--- config.mk ---
export PLATFORM = sky130hd
export DESIGN_NAME = uart_tx_dev
export DESIGN_NICKNAME = d
export VERILOG_FILES = /design/src/rtl/uart_tx_dev.sv
export SDC_FILE = /design/constraint.sdc
export NUM_CORES = 1
export LEC_CHECK = 0
export CORE_MARGIN = 5
export CORE_UTILIZATION = 46
export DETAILED_ROUTE_END_ITERATION = 7
export GPL_ROUTABILITY_DRIVEN = 0
export PLACE_DENSITY = 0.78
export SYNTH_ARGS = -nofsm -noshare
export SYNTH_HDL_FRONTEND = slang
export SYNTH_SLANG_ARGS = --single-unit
--- constraint.sdc ---
create_clock -name clk -period 2.91 [get_ports clk]
set_input_delay 0.291 -clock clk [delete_from_list [all_inputs] [get_ports clk]]
set_output_delay 0.291 -clock clk [all_outputs]
set_load 0.02 [all_outputs]
--- src/rtl/uart_tx_dev.sv ---
// uart_tx_dev: memory-mapped UART transmitter. A small TX FIFO feeds an 8N1 serializer;
// DONE (and IRQ when IM is set) flags that a transmit burst has drained.
// Optional parity bit (CTRL bit2 = PODD, 8-data + parity frame) when UART_TX_PARITY_EN
// is defined; the default build is plain 8N1.
module uart_tx_dev #(
   parameter int unsigned FIFO_DEPTH = 4,
   parameter logic [15:0] DIV_RESET  = 16'd15
) (
   input  logic        clk,
   input  logic        reset,
   input  logic [29:0] Addr,
   input  logic        WE,
   input  logic [31:0] Din,
   output logic [31:0] Dout,
   output logic        tx,
   output logic        IRQ
);

   localparam int unsigned PtrW = $clog2(FIFO_DEPTH);
   localparam int unsigned CntW = PtrW + 1;
`ifdef UART_TX_PARITY_EN
   localparam bit ParityEn = 1'b1;
`else
   localparam bit ParityEn = 1'b0;
`endif

   typedef enum logic [2:0] {StIdle, StStart, StData, StParity, StStop} state_e;

   state_e            state_q, state_d;
   logic [2:0]        ctrl_q, ctrl_d;
   logic [15:0]       div_q, div_d;
   logic [PtrW-1:0]   wptr_q, wptr_d, rptr_q, rptr_d;
   logic [CntW-1:0]   count_q, count_d;
   logic              ovf_q, ovf_d, done_q, done_d;
   logic [7:0]        shift_q, shift_d;
   logic [2:0]        bit_idx_q, bit_idx_d;
   logic [15:0]       baud_cnt_q, baud_cnt_d;
   logic              par_q, par_d, tx_q, tx_d, irq_q, irq_d;
   logic [7:0]        mem_q [FIFO_DEPTH];

   logic              wr_ctrl, wr_baud, wr_txdata, wr_status;
   logic              empty, full, busy, boundary, push, pop, done_set, ovf_set;
   logic [7:0]        head;
   logic [31:0]       count_w;
   logic [2:0]        cnt_field;
   logic              unused_bits;

   assign unused_bits = ^{Addr[29:2], Din[31:16]};
   assign head        = mem_q[rptr_q];
   assign empty       = (count_q == '0);
   assign full        = (count_q == CntW'(FIFO_DEPTH));
   assign busy        = (state_q != StIdle);
   assign boundary    = (baud_cnt_q == 16'd0);
   assign count_w     = 32'(count_q);
   assign cnt_field   = (count_w > 32'd7) ? 3'd7 : count_w[2:0];
   assign tx          = tx_q;
   assign IRQ         = irq_q;

   // Register decode, FIFO bookkeeping and serializer next state.
   always_comb begin
      wr_ctrl    = WE && (Addr[1:0] == 2'd0);
      wr_baud    = WE && (Addr[1:0] == 2'd1);
      wr_txdata  = WE && (Addr[1:0] == 2'd2);
      wr_status  = WE && (Addr[1:0] == 2'd3);
      state_d    = state_q;
      ctrl_d     = ctrl_q;
      div_d      = div_q;
      shift_d    = shift_q;
      bit_idx_d  = bit_idx_q;
      baud_cnt_d = baud_cnt_q;
      par_d      = par_q;
      pop        = 1'b0;
      done_set   = 1'b0;

      // Bit timer runs only while a frame is on the line; reload picks up the current DIV.
      if (state_q != StIdle) begin
         baud_cnt_d = boundary ? div_q : baud_cnt_q - 16'd1;
      end

      case (state_q)
         StIdle: begin
            if (ctrl_q[0] && !empty) begin
               pop        = 1'b1;
               state_d    = StStart;
               baud_cnt_d = div_q;
            end
         end
         StStart: begin
            if (boundary) begin
               state_d   = StData;
               bit_idx_d = 3'd0;
            end
         end
         StData: begin
            if (boundary) begin
               shift_d = shift_q >> 1;
               if (bit_idx_q == 3'd7) begin
                  state_d = ParityEn ? StParity : StStop;
               end else begin
                  bit_idx_d = bit_idx_q + 3'd1;
               end
            end
         end
         StParity: begin
            if (boundary) state_d = StStop;
         end
         StStop: begin
            if (boundary) begin
               if (ctrl_q[0] && !empty) begin
                  pop     = 1'b1;
                  state_d = StStart;
               end else begin
                  state_d  = StIdle;
                  done_set = empty;
               end
            end
         end
         default: state_d = StIdle;
      endcase

      if (pop) begin
         shift_d = head;
         par_d   = (^head) ^ ctrl_q[2];
      end

      // A push is accepted when full only if the head leaves in the same cycle.
      push    = wr_txdata && (!full || pop);
      ovf_set = wr_txdata && full && !pop;
      wptr_d  = push ? wptr_q + 1'b1 : wptr_q;
      rptr_d  = pop ? rptr_q + 1'b1 : rptr_q;
      case ({push, pop})
         2'b10:   count_d = count_q + 1'b1;
         2'b01:   count_d = count_q - 1'b1;
         default: count_d = count_q;
      endcase

      if (wr_ctrl) ctrl_d = {ParityEn ? Din[2] : 1'b0, Din[1:0]};
      if (wr_baud) div_d = Din[15:0];

      // Clearing writes win over a simultaneous set.
      ovf_d  = wr_status ? 1'b0 : (ovf_set ? 1'b1 : ovf_q);
      done_d = (wr_txdata || wr_status) ? 1'b0 : (done_set ? 1'b1 : done_q);

      case (state_d)
         StStart:  tx_d = 1'b0;
         StData:   tx_d = shift_d[0];
         StParity: tx_d = par_d;
         default:  tx_d = 1'b1;
      endcase

      irq_d = ctrl_q[1] & done_q;
   end

   // State registers with synchronous active-low reset.
   always_ff @(posedge clk) begin
      if (!reset) begin
         state_q    <= StIdle;
         ctrl_q     <= 3'd0;
         div_q      <= DIV_RESET;
         wptr_q     <= '0;
         rptr_q     <= '0;
         count_q    <= '0;
         ovf_q      <= 1'b0;
         done_q     <= 1'b0;
         shift_q    <= 8'd0;
         bit_idx_q  <= 3'd0;
         baud_cnt_q <= 16'd0;
         par_q      <= 1'b0;
         tx_q       <= 1'b1;
         irq_q      <= 1'b0;
      end else begin
         state_q    <= state_d;
         ctrl_q     <= ctrl_d;
         div_q      <= div_d;
         wptr_q     <= wptr_d;
         rptr_q     <= rptr_d;
         count_q    <= count_d;
         ovf_q      <= ovf_d;
         done_q     <= done_d;
         shift_q    <= shift_d;
         bit_idx_q  <= bit_idx_d;
         baud_cnt_q <= baud_cnt_d;
         par_q      <= par_d;
         tx_q       <= tx_d;
         irq_q      <= irq_d;
      end
   end

   // FIFO storage; contents need no reset since the pointers define validity.
   always_ff @(posedge clk) begin
      if (push) mem_q[wptr_q] <= Din[7:0];
   end

   // Read mux, combinational on Addr.
   always_comb begin
      Dout = 32'd0;
      case (Addr[1:0])
         2'd0:    Dout[2:0]  = ctrl_q;
         2'd1:    Dout[15:0] = div_q;
         2'd3:    Dout[7:0]  = {cnt_field, done_q, ovf_q, busy, full, empty};
         default: Dout       = 32'd0;
      endcase
   end

endmodule

## Word-level counts from Yosys, hierarchy flattened

Memories as Yosys holds them, arrays and structs flattened. A register that Yosys moved wholly into a read port is not among the register bits.
Cells that the tools add are included.
Widths: inputs -> output; s select.

- Add/subtract/negate cells: 6
- $mul: 0
- Div/mod/pow operators: 0
- Magnitude comparators: 1
- Equality and inequality tests: 17
- Shifts and indexed selects: 0
- Muxes and demuxes: 36
- Bitwise gates (word level): 2
- Reductions and logical operators: 27

Operators by type and width:

| cell | count |
|---|---|
| $mux 16 | 4 |
| $mux 8 | 4 |
| $mux 3 | 10 |
| $logic_not 16->1 | 1 |
| $sub 16x1->16 const B | 1 |
| $pmux 3 s5 | 1 |
| $eq 3x2->1 const B | 4 |
| $pmux 3 s2 | 2 |
| $pmux 5 s2 | 1 |
| $eq 3x3->1 const B | 3 |
| $mux 1 | 9 |
| $pmux 3 s3 | 1 |
| $logic_and 1x1->1 | 8 |
| $reduce_bool 2->1 | 4 |
| $reduce_xor 8->1 | 1 |
| $add 3x1->3 const B | 2 |
| $eq 2x2->1 const B | 3 |
| $eq 3x1->1 const B | 2 |
| $logic_not 3->1 | 2 |
| $ne 2x2->1 const B | 3 |
| $add 2x1->2 const B | 2 |
| $eq 2x1->1 const B | 2 |
| $mux 2 | 2 |
| $reduce_and 4->1 | 1 |
| 12 further kinds | 16 |

- Register bits after elaboration: 60
- Latch bits: 0
- Memory bits (writable): 32
- Bits in read-only memories: 0
- Output and inout port bits: 34
- Memories kept: 1

Memories:

| name | words | bits a word | read ports | clocked after memory_dff | wr ports | RTL line | RTL |
|---|---|---|---|---|---|---|---|
| mem_q | 4 | 8 | 1 | 1 | 1 | 39 | `logic [7:0] mem_q [FIFO_DEPTH];` |

## Logic depth before layout (Yosys ltp)

Gate-level depths: netlist (run 1).

- Word-level depth: 10
- Mapped depth: 14

## Worst setup path after synthesis (run 1)

OpenSTA, ideal clock, no wires.

- Path kind: register to register
- Start: register baud_cnt_q[0]
- End: register count_q[2]
- Arrival time: 2.784 ns
- Data required time: 2.840 ns
- Slack: 0.056 ns
- Cell stages (with the launch flop): 15
- Path buffers: 1
- Period minus slack after synthesis: 2.854 ns
- Path through: dfxtp_1 inv_1 ha_1 nor4b_1 and4_1 buf_4 o21ai_2 a211oi_4 inv_1 ha_1 inv_1 fa_1 xor2_1 or3_1 a21oi_1

- Word-level cells in the longest chain between the ends: 7
- Elaborated cells between the ends (all ways): 9

RTL lines:

| item | RTL line | RTL |
|---|---|---|
| from (decl) | 37 | `logic [15:0] baud_cnt_q, baud_cnt_d;` |
| from (signal assigned) | 182 | `baud_cnt_q <= baud_cnt_d;` |
| $logic_not 16->1 (*) | 53 | `assign boundary = (baud_cnt_q == 16'd0);` |
| $mux 1 (*) | 108 | `if (boundary) begin` |
| $pmux 1 s2 (*) | 80 | `case (state_q)` |
| $logic_or 1x1->1 | 127 | `push = wr_txdata && (!full \|\| pop);` |
| $logic_and 1x1->1 | 127 |  |
| $eq 2x1->1 / $eq 2x2->1 (equally long branches) | 131 | `case ({push, pop})` |
| $pmux 3 s2 / $reduce_bool 2->1 (equally long branches) | -- |  |
| to (signal assigned) | 177 | `count_q <= count_d;` |
| to (decl) | 33 | `logic [CntW-1:0] count_q, count_d;` |

Every way passes the cells marked *; elsewhere a longest branch is shown, timed or not.
A chain may end at the register's enable or synchronous reset.

## Final worst setup path (run 1)

Ends and elaborated chain as after synthesis.

==> results of run 1 <==
cells by family after synthesis:
kind of cell | Yosys count | share of synthesized area (%)
flops | 94 | 48.6
fa+ha+maj | 10 | 2.93
simple gates | 168 | 18.2
xor+xnor | 10 | 1.93
buf+inv | 62 | 6.66
mux | 20 | 6.69
other cells | 1 | 0.0828
compound gates | 103 | 14.9
routing by layer:
layer / vias to the layer above / track usage (%) / part of all wire [%]
li1: 1727 / - / -
met1: 1720 / 25.1 / 46
met2: 124 / 28.2 / 47
met3: 16 / 2.84 / 5.8
met4: 0 / 5.88 / 1.8
met5: - / 0 / 0
per-stage QoR:
stage | total power, uW | TNS [ps] | utilization [%] | hold slack, ps
global route | 2690 | -2.87 | 54.4 | 475
CTS | 2590 | 0 | 54.2 | 459
detailed placement | 1730 | 0 | 52.1 | 450
floorplan | 1630 | 0 | - | 390
finish | 2590 | 0 | 54.4 | 463
global placement | 1720 | 0 | 52.1 | 445
final cells by class:
type,count,area [um^2]
Fill cell,848,4410
Sequential cell,94,2200
Multi-Input combinational cell,327,2100
Timing Repair Buffer,56,515
Tap cell,133,166
Clock buffer,9,124
Clock inverter,7,83.8
Inverter,20,75.1
how the worst max path moves through the flow:
stage / slack (ps) / end / depth (start not counted) / startpoint
floorplan: 60 / count_q[2] / 14 / baud_cnt_q[0]
global placement: 160 / count_q[2] / 13 / baud_cnt_q[0]
detailed placement: 70 / count_q[2] / 13 / baud_cnt_q[0]
CTS: 20 / count_q[2] / 13 / baud_cnt_q[0]
global route: -3 / count_q[2] / 13 / baud_cnt_q[0]
finish: 80 / count_q[2] / 13 / baud_cnt_q[0]
cell usage in the layout (no fill, tap or decap), drive strengths merged, types with 7 or more instances in the layout:
cell type / count
a31oi: 10
buf: 18
o21ai: 15
nor3: 10
ha: 9
clkbuf: 9
conb: 16
nor2: 32
nand2: 59
and2: 14
o221ai: 8
edfxtp: 32
mux4: 8
nand3: 19
dfxtp: 62
a21oi: 38
inv: 21
clkdlybuf4s50: 38
mux2i: 10
a211oi: 7
nor2b: 7
xnor2: 8
sequential cells by signal, indices dropped and copies added, names as in the netlist, named ones only:
register / count
IRQ: 1
baud_cnt_q: 16
bit_idx_q: 3
count_q: 3
ctrl_q: 2
div_q: 16
done_q: 1
mem_q: 32
ovf_q: 1
par_q: 1
rptr_q: 2
shift_q: 8
state_q: 3
tx: 1
wptr_q: 2
worst min-delay path, delay by kind of cell (launching register included):
family / cells / cell delay (ps)
flip-flops: 1 / 320
AO/OA/AOI/OAI: 1 / 60
buffers and inverters: 1 / 50
synth_stat cells (all sizes together) (7+ instances only):
| library cell | count | area [um^2] |
|---|---|---|
| a211oi | 7 | 65.1 |
| edfxtp | 32 | 961 |
| nor2b | 7 | 43.8 |
| mux2i | 10 | 100 |
| a21oi | 38 | 190 |
| buf | 23 | 155 |
| a31oi | 10 | 62.6 |
| dfxtp | 62 | 1240 |
| clkbuf | 19 | 71.3 |
| ha | 9 | 113 |
| xnor2 | 8 | 70.1 |
| o21ai | 15 | 78.8 |
| nor2 | 32 | 120 |
| inv | 20 | 75.1 |
| o221ai | 8 | 70.1 |
| nand2 | 59 | 221 |
| mux4 | 8 | 180 |
| nor3 | 10 | 50.1 |
| and2 | 14 | 87.6 |
| nand3 | 19 | 95.1 |
power by group through the flow:
stage          Sequential [uW]  Combinational [uW]  Clock (uW)
6_report                  1400                 309         887
4_1_cts                   1400                 302         892
3_5_place_dp              1430                 300           0
5_1_grt                   1400                 333         957
3_3_place_gp              1430                 293           0
2_1_floorplan             1420                 212           0
repair_timing:
| action | CTS | global route |
|---|---|---|
| setup endpoints to repair | 0 | 2 |
| hold buffers | 0 | 0 |
| gates resized for setup | 0 | 6 |
==> metrics, run 1 <==
Syn Area/Cell 9.68 um^2; DR vias 3587; slowest CP cell dfxtp_2; Post-Syn Instances 468; Hold Crit Depth 2; Die Span X 109 um; Buf+Inv Stages, Crit Path 3; Detail Route Antenna Nets 0; R2R cell count 13; I/O pins 99; Sink Count 94; Hold Path Origin shift_q[3]; Die ar. 0.0119 mm^2; final slew viol count 0; Root Buffer clkbuf_8; WL/cell 15.7 um; later-pin clock latency in the skew report 360 ps; Non-Filler Instances 646; vias in the first global route 3395; Logic pwr share 11.9%; Reg clk slew, reported paths 90 ps; register bit total from synthesis 94; drt pass-1 iters 5; # port buffers 38; CP Launch Type flip-flop; CTS tree built; hold worst-path end shift_q[3]; CP Data Required Time 3210 ps; Power Density 492 mW/mm^2; max incr delay on CP 370 ps; final setup margin 84.0 ps; Clock Skews 8.82 ps; vias per inst 5.55; core footprint 0.00968 mm^2; ANT cells 0; final WL 10.2 mm; Clk pwr share 34.2%; post-route clock period utilization 97.1%; worst r2r src baud_cnt_q[0]; Worst slew margin 37.7%; family with the most delay on the worst path adder cells; layout cell share with drive strength beyond 1 10.7%; gr ovfl total 0; Synth cell types 54; crit path kind flip-flop to flip-flop; max-cap violation count 0; minimum clock period 2830 ps; Area growth, synth to finish 16.4%; drt drc 0; asr flop ratio synth 0%; final hold violation count 0; Final Cell Area 0.00527 mm^2; capturing point of the worst reg2reg path count_q[2]; power share of the sequential group 53.9%; VDD IR max 322 uV; Top FF cell, synth dfxtp_1; dpl ws 70.2 ps; clock tree buffer depth 2; Worst Setup End Kind flip-flop; Syn. warnings 0; largest net degree at the start of global routing 33; global-route wire length before repair 16.8 mm; CTS buffer count 9; Post-DP Area 0.00504 mm^2; Die H 109 um; worst hold path class flip-flop to flip-flop; fin nets 583; CP Data Arrival Time 3130 ps; FP Rows 36; number of synthesized flops with an enable pin 32; outcome finished clean; total net switching power 687 uW; Total Routing Usage GR 17.9%; fmax 354 MHz; Internal 1910 uW; setup repair bufs after CTS 0; initial antenna violation count 0; CP most frequent cell inv_1; Initial Util 46.8%; Setup-failing EPs final 0; # placed instances 630; Iteration-0 DRC Markers 201; Cell Chain, Critical Path inv_1 -> ha_1 -> nor4b_2 -> and4_2 -> o21ai_4 -> a211oi_4 -> inv_1 -> ha_2 -> inv_1 -> fa_1 -> xor2_1 -> or3_1 -> a21oi_2; Worst-Margin Slew 934 ps; r2r setup slk 80 ps; H-tree depth 3; sw frac 26.5%; Post-DP HPWL 7.41 mm; Post-Syn Area 0.00453 mm^2; part of the Yosys area used for sequential elements 48.6%; crit path max fanout 5; leakage 0.00190 uW
Power figures use the tool's default switching activity.
==> run 2, diff against run 1 <==
Settings changed: PLACE_DENSITY 0.78 to 0.82.
==> metrics, run 2 (synthesis gave the netlist of run 1 again) <==
drt drc 0; CTS tree built; max-cap violation count 0; CP Data Arrival Time 3120 ps; Hold Crit Depth 2; Top Registers mem_q (32), baud_cnt_q (16), div_q (16); crit path max fanout 5; gr ovfl total 0; Initial Util 46.8%; final slew viol count 0; capturing point of the worst reg2reg path count_q[2]; Die Span X 109 um; layout cell share with drive strength beyond 1 9.63%; Top reg by flops mem_q; minimum clock period 2810 ps; Internal 2000 uW; drt pass-1 iters 5; Iteration-0 DRC Markers 459; Reg clk slew, reported paths 90 ps; total net switching power 686 uW; ANT cells 0; Worst Setup End Kind flip-flop; FP Rows 36; worst hold path class flip-flop to flip-flop; Setup TNS 0 ps; Detail Route Antenna Nets 0; R2R cell count 13; Total Routing Usage GR 19.0%; Post-DP HPWL 7.68 mm; Clk pwr share 36.6%; Root Buffer clkbuf_8; Logic pwr share 11.4%; CP Launch Type flip-flop; initial antenna violation count 0; CP Data Required Time 3220 ps; Setup-failing EPs final 0; crit path kind flip-flop to flip-flop; Area growth, synth to finish 16.2%; VDD IR max 353 uV; r2r setup slk 100 ps; clock tree buffer depth 2; final WL 10.8 mm; Worst slew margin 51.9%; H-tree depth 3; fin nets 579; Clock Skews 22.2 ps; RSZ-0062 raised after global routing no; Fillers 857; Sink Count 94; later-pin clock latency in the skew report 380 ps; global-route wire length before repair 17.5 mm; WL/cell 16.8 um; Hold-fix buffers, CTS 0; power share of the sequential group 52.0%; CTS buffer count 9; worst r2r src baud_cnt_q[0]; commonest non-fill, non-tap cell in the layout dfxtp_1; post-route clock period utilization 96.7%; Final Power 2690 uW; Hold Path Origin shift_q[3]; vias in the first global route 3527; Die H 109 um; fmax 355 MHz; DR vias 3655; vias per inst 5.69; Power Density 511 mW/mm^2; final hold violation count 0; leakage 0.00190 uW; hold worst-path end shift_q[3]; sw frac 25.5%; Die ar. 0.0119 mm^2; largest net degree at the start of global routing 33; commonest cells after routing, fill and taps aside dfxtp_1 (60), nand2_1 (59), a21oi_1 (38), clkdlybuf4s50_1 (38); core footprint 0.00968 mm^2; Worst-Margin Slew 714 ps; outcome finished clean; # port buffers 38; max reg flops 32; I/O pins 99
run 2: worst max-delay path, stage by stage (launching register included):
cell      delay [ps]
dfxtp_2          360
inv_1             70
ha_1             200
nor4b_2          170
and4_1           240
o21ai_4          280
a211oi_4         110
inv_1             80
ha_1             180
inv_1             70
fa_1             380
xor2_1           150
or3_1            310
a21oi_1          140
run 2: stage by stage:
stage / util, % / worst slack, ps / area (um^2) / hold WS (ps) / cells
2_1_floorplan: - / 55.8 / 4590 / 390 / 483
3_3_place_gp: 51.7 / 124 / 5010 / 444 / 626
3_5_place_dp: 51.7 / 13.1 / 5010 / 453 / 626
4_1_cts: 54.2 / 22.5 / 5250 / 460 / 642
5_1_grt: 54.3 / 11.0 / 5260 / 464 / 642
6_report: 54.3 / 96.6 / 5260 / 464 / 642
run 2: cell type report:
type                       instances  area (um^2)  share of cell area (%)
inverter                          20         75.1                    1.43
clock buffer                      12          176                    3.35
timing repair buffer              52          485                    9.23
sequential                        94         2200                    41.9
tap                              133          166                    3.16
clock inverter                     4         57.6                    1.09
multi-input combinational        327         2100                    39.8
run 2: timing repair:
item / in CTS / in global routing
cloned: 0 / 0
setup endpoints to repair: 1 / 1
resized for setup: 1 / 3
pin swaps: 0 / 1
buffers inserted: 0 / 0
endpoints found under the hold margin: 0 / 0
run 2: power groups by stage:
stage	Combinational [uW]	Sequential [uW]	Clock (uW)
global route	330	1400	1050
floorplan	212	1420	0
CTS	299	1400	991
finish	306	1400	983
global placement	288	1430	0
detailed placement	297	1430	0
run 2: how the worst max path moves through the flow:
stage / start / cells past startpoint / to
floorplan: baud_cnt_q[0] / 14 / count_q[2]
global placement: baud_cnt_q[0] / 13 / count_q[2]
detailed placement: baud_cnt_q[0] / 13 / count_q[2]
CTS: baud_cnt_q[0] / 13 / count_q[2]
global route: baud_cnt_q[0] / 13 / count_q[2]
finish: baud_cnt_q[0] / 13 / count_q[2]
run 2: metal layers:
layer / vias up / track usage, % / wire length, um
li1: 1718 / - / -
met1: 1746 / 25.0 / 4540
met2: 164 / 30.6 / 5230
met3: 27 / 3.55 / 701
met4: 0 / 8.28 / 278
met5: - / 0 / 0
==> run 3, diff against run 2 <==
Settings changed: CORE_UTILIZATION 46 to 35, GPL_TIMING_DRIVEN set to 0, PLACE_DENSITY 0.82 to 0.66, REMOVE_ABC_BUFFERS set to 1.
==> metrics, run 3 (synthesis gave the netlist of run 1 again) <==
Hold Worst Slack 463 ps; drt pass-1 iters 5; max-cap violation count 0; vias in the first global route 3462; Die ar. 0.0153 mm^2; CP Data Required Time 3170 ps; drt drc 0; Worst-Margin Slew 1240 ps; minimum clock period 2800 ps; # port buffers 38; outcome finished clean; Root Buffer clkbuf_16; clock tree buffer depth 2; FP Rows 41; Reg clk slew, reported paths 60 ps; CP Launch Type flip-flop; max reg flops 32; RSZ-0062 raised after global routing yes; Iteration-0 DRC Markers 298; CTS buffer count 9; crit path kind flip-flop to flip-flop; Worst slew margin 17.4%; ANT cells 0; Die Span X 124 um; CP Data Arrival Time 3060 ps; Top Registers mem_q (32), baud_cnt_q (16), div_q (16); Detail Route Antenna Nets 0; VDD IR max 307 uV; core footprint 0.0127 mm^2; crit path max fanout 7; Initial Util 35.7%; gr ovfl total 0; final hold violation count 0; Post-DP HPWL 7.35 mm; final WL 10.5 mm; final slew viol count 0; Fillers 1201; WL/cell 15.6 um; Die H 124 um; worst hold path class flip-flop to flip-flop; CTS tree built; vias per inst 5.31; Total Routing Usage GR 14.2%; global-route wire length before repair 17.0 mm; Worst Setup End Kind flip-flop; commonest non-fill, non-tap cell in the layout dfxtp_1; H-tree depth 3; fmax 357 MHz; largest net degree at the start of global routing 34; later-pin clock latency in the skew report 350 ps; Sink Count 94; leakage 0.00191 uW; Area growth, synth to finish 18.3%; DR vias 3565; Power Density 541 mW/mm^2; Clock Skews 6.77 ps; fin nets 569; Setup-failing EPs final 0; Final Power 2900 uW; initial antenna violation count 0; Top reg by flops mem_q; layout cell share with drive strength beyond 1 8.82%; commonest cells after routing, fill and taps aside dfxtp_1 (61), nand2_1 (59), a21oi_1 (37), clkdlybuf4s50_1 (37); I/O pins 99; post-route clock period utilization 96.2%
[run 3: report_power, final]
group	total (uW)	switching (uW)	internal (uW)
registers	1400	22.2	1380
clock network	1190	516	679
logic	302	187	114
total	2900	725	2170
[run 3: what timing repair did]
| item | 4_1_cts | 5_1_grt |
|---|---|---|
| hold buffers | 0 | 0 |
| cloned | 0 | 0 |
| pin swaps | 1 | 1 |
| buffers inserted | 3 | 1 |
| resized for setup | 8 | 9 |
| endpoints found under the setup margin | 35 | 6 |
[run 3: worst max-delay path: stages, from the launching register on]
cell and delay (ps):
dfxtp_2 340, inv_2 70, ha_1 160, nor4b_4 240
and4_4 300, o21ai_4 90, buf_4 170, inv_4 90
ha_2 190, inv_1 50, fa_1 370, xor2_1 160
or3_1 330, a21oi_2 140
[run 3: final timing paths]
kind | depth (start not counted) | start | to | slack, ps
worst max register to register | 13 | baud_cnt_q[0] | count_q[2] | 110
worst min-delay path | 2 | shift_q[3] | shift_q[3] | 460
worst max-delay path | 13 | baud_cnt_q[0] | count_q[2] | 110
worst min register to register | 2 | shift_q[3] | shift_q[3] | 460
[run 3: stage by stage]
stage / instances / worst slack, ps / TNS, ps / area [um^2] / utilization (%)
after global placement: 651 / -539 / -8740 / 4950 / 39.1
after CTS: 670 / 10.5 / 0 / 5320 / 42.0
after floorplan: 441 / -127 / -127 / 4360 / -
after detailed placement: 651 / -705 / -13400 / 4950 / 39.1
after global routing: 671 / -19.6 / -19.6 / 5360 / 42.3
final: 671 / 111 / 0 / 5360 / 42.3
[run 3: area by class of cell]
cell class	count	area, um^2	share of cell area (%)
well taps	172	215	4.02
multi-input cells	327	2150	40.1
inverters	20	77.6	1.45
clock inverters	5	67.6	1.26
clock buffers	11	233	4.34
flip-flops and latches	94	2200	41.1
repair buffers	42	413	7.71
[run 3: layer usage]
metal  GRT usage, %  share of wire (%)
met1           18.5                 45
met2           23.3                 49
met3           3.04                5.3
met4           4.91                1.5
met5              0                  0
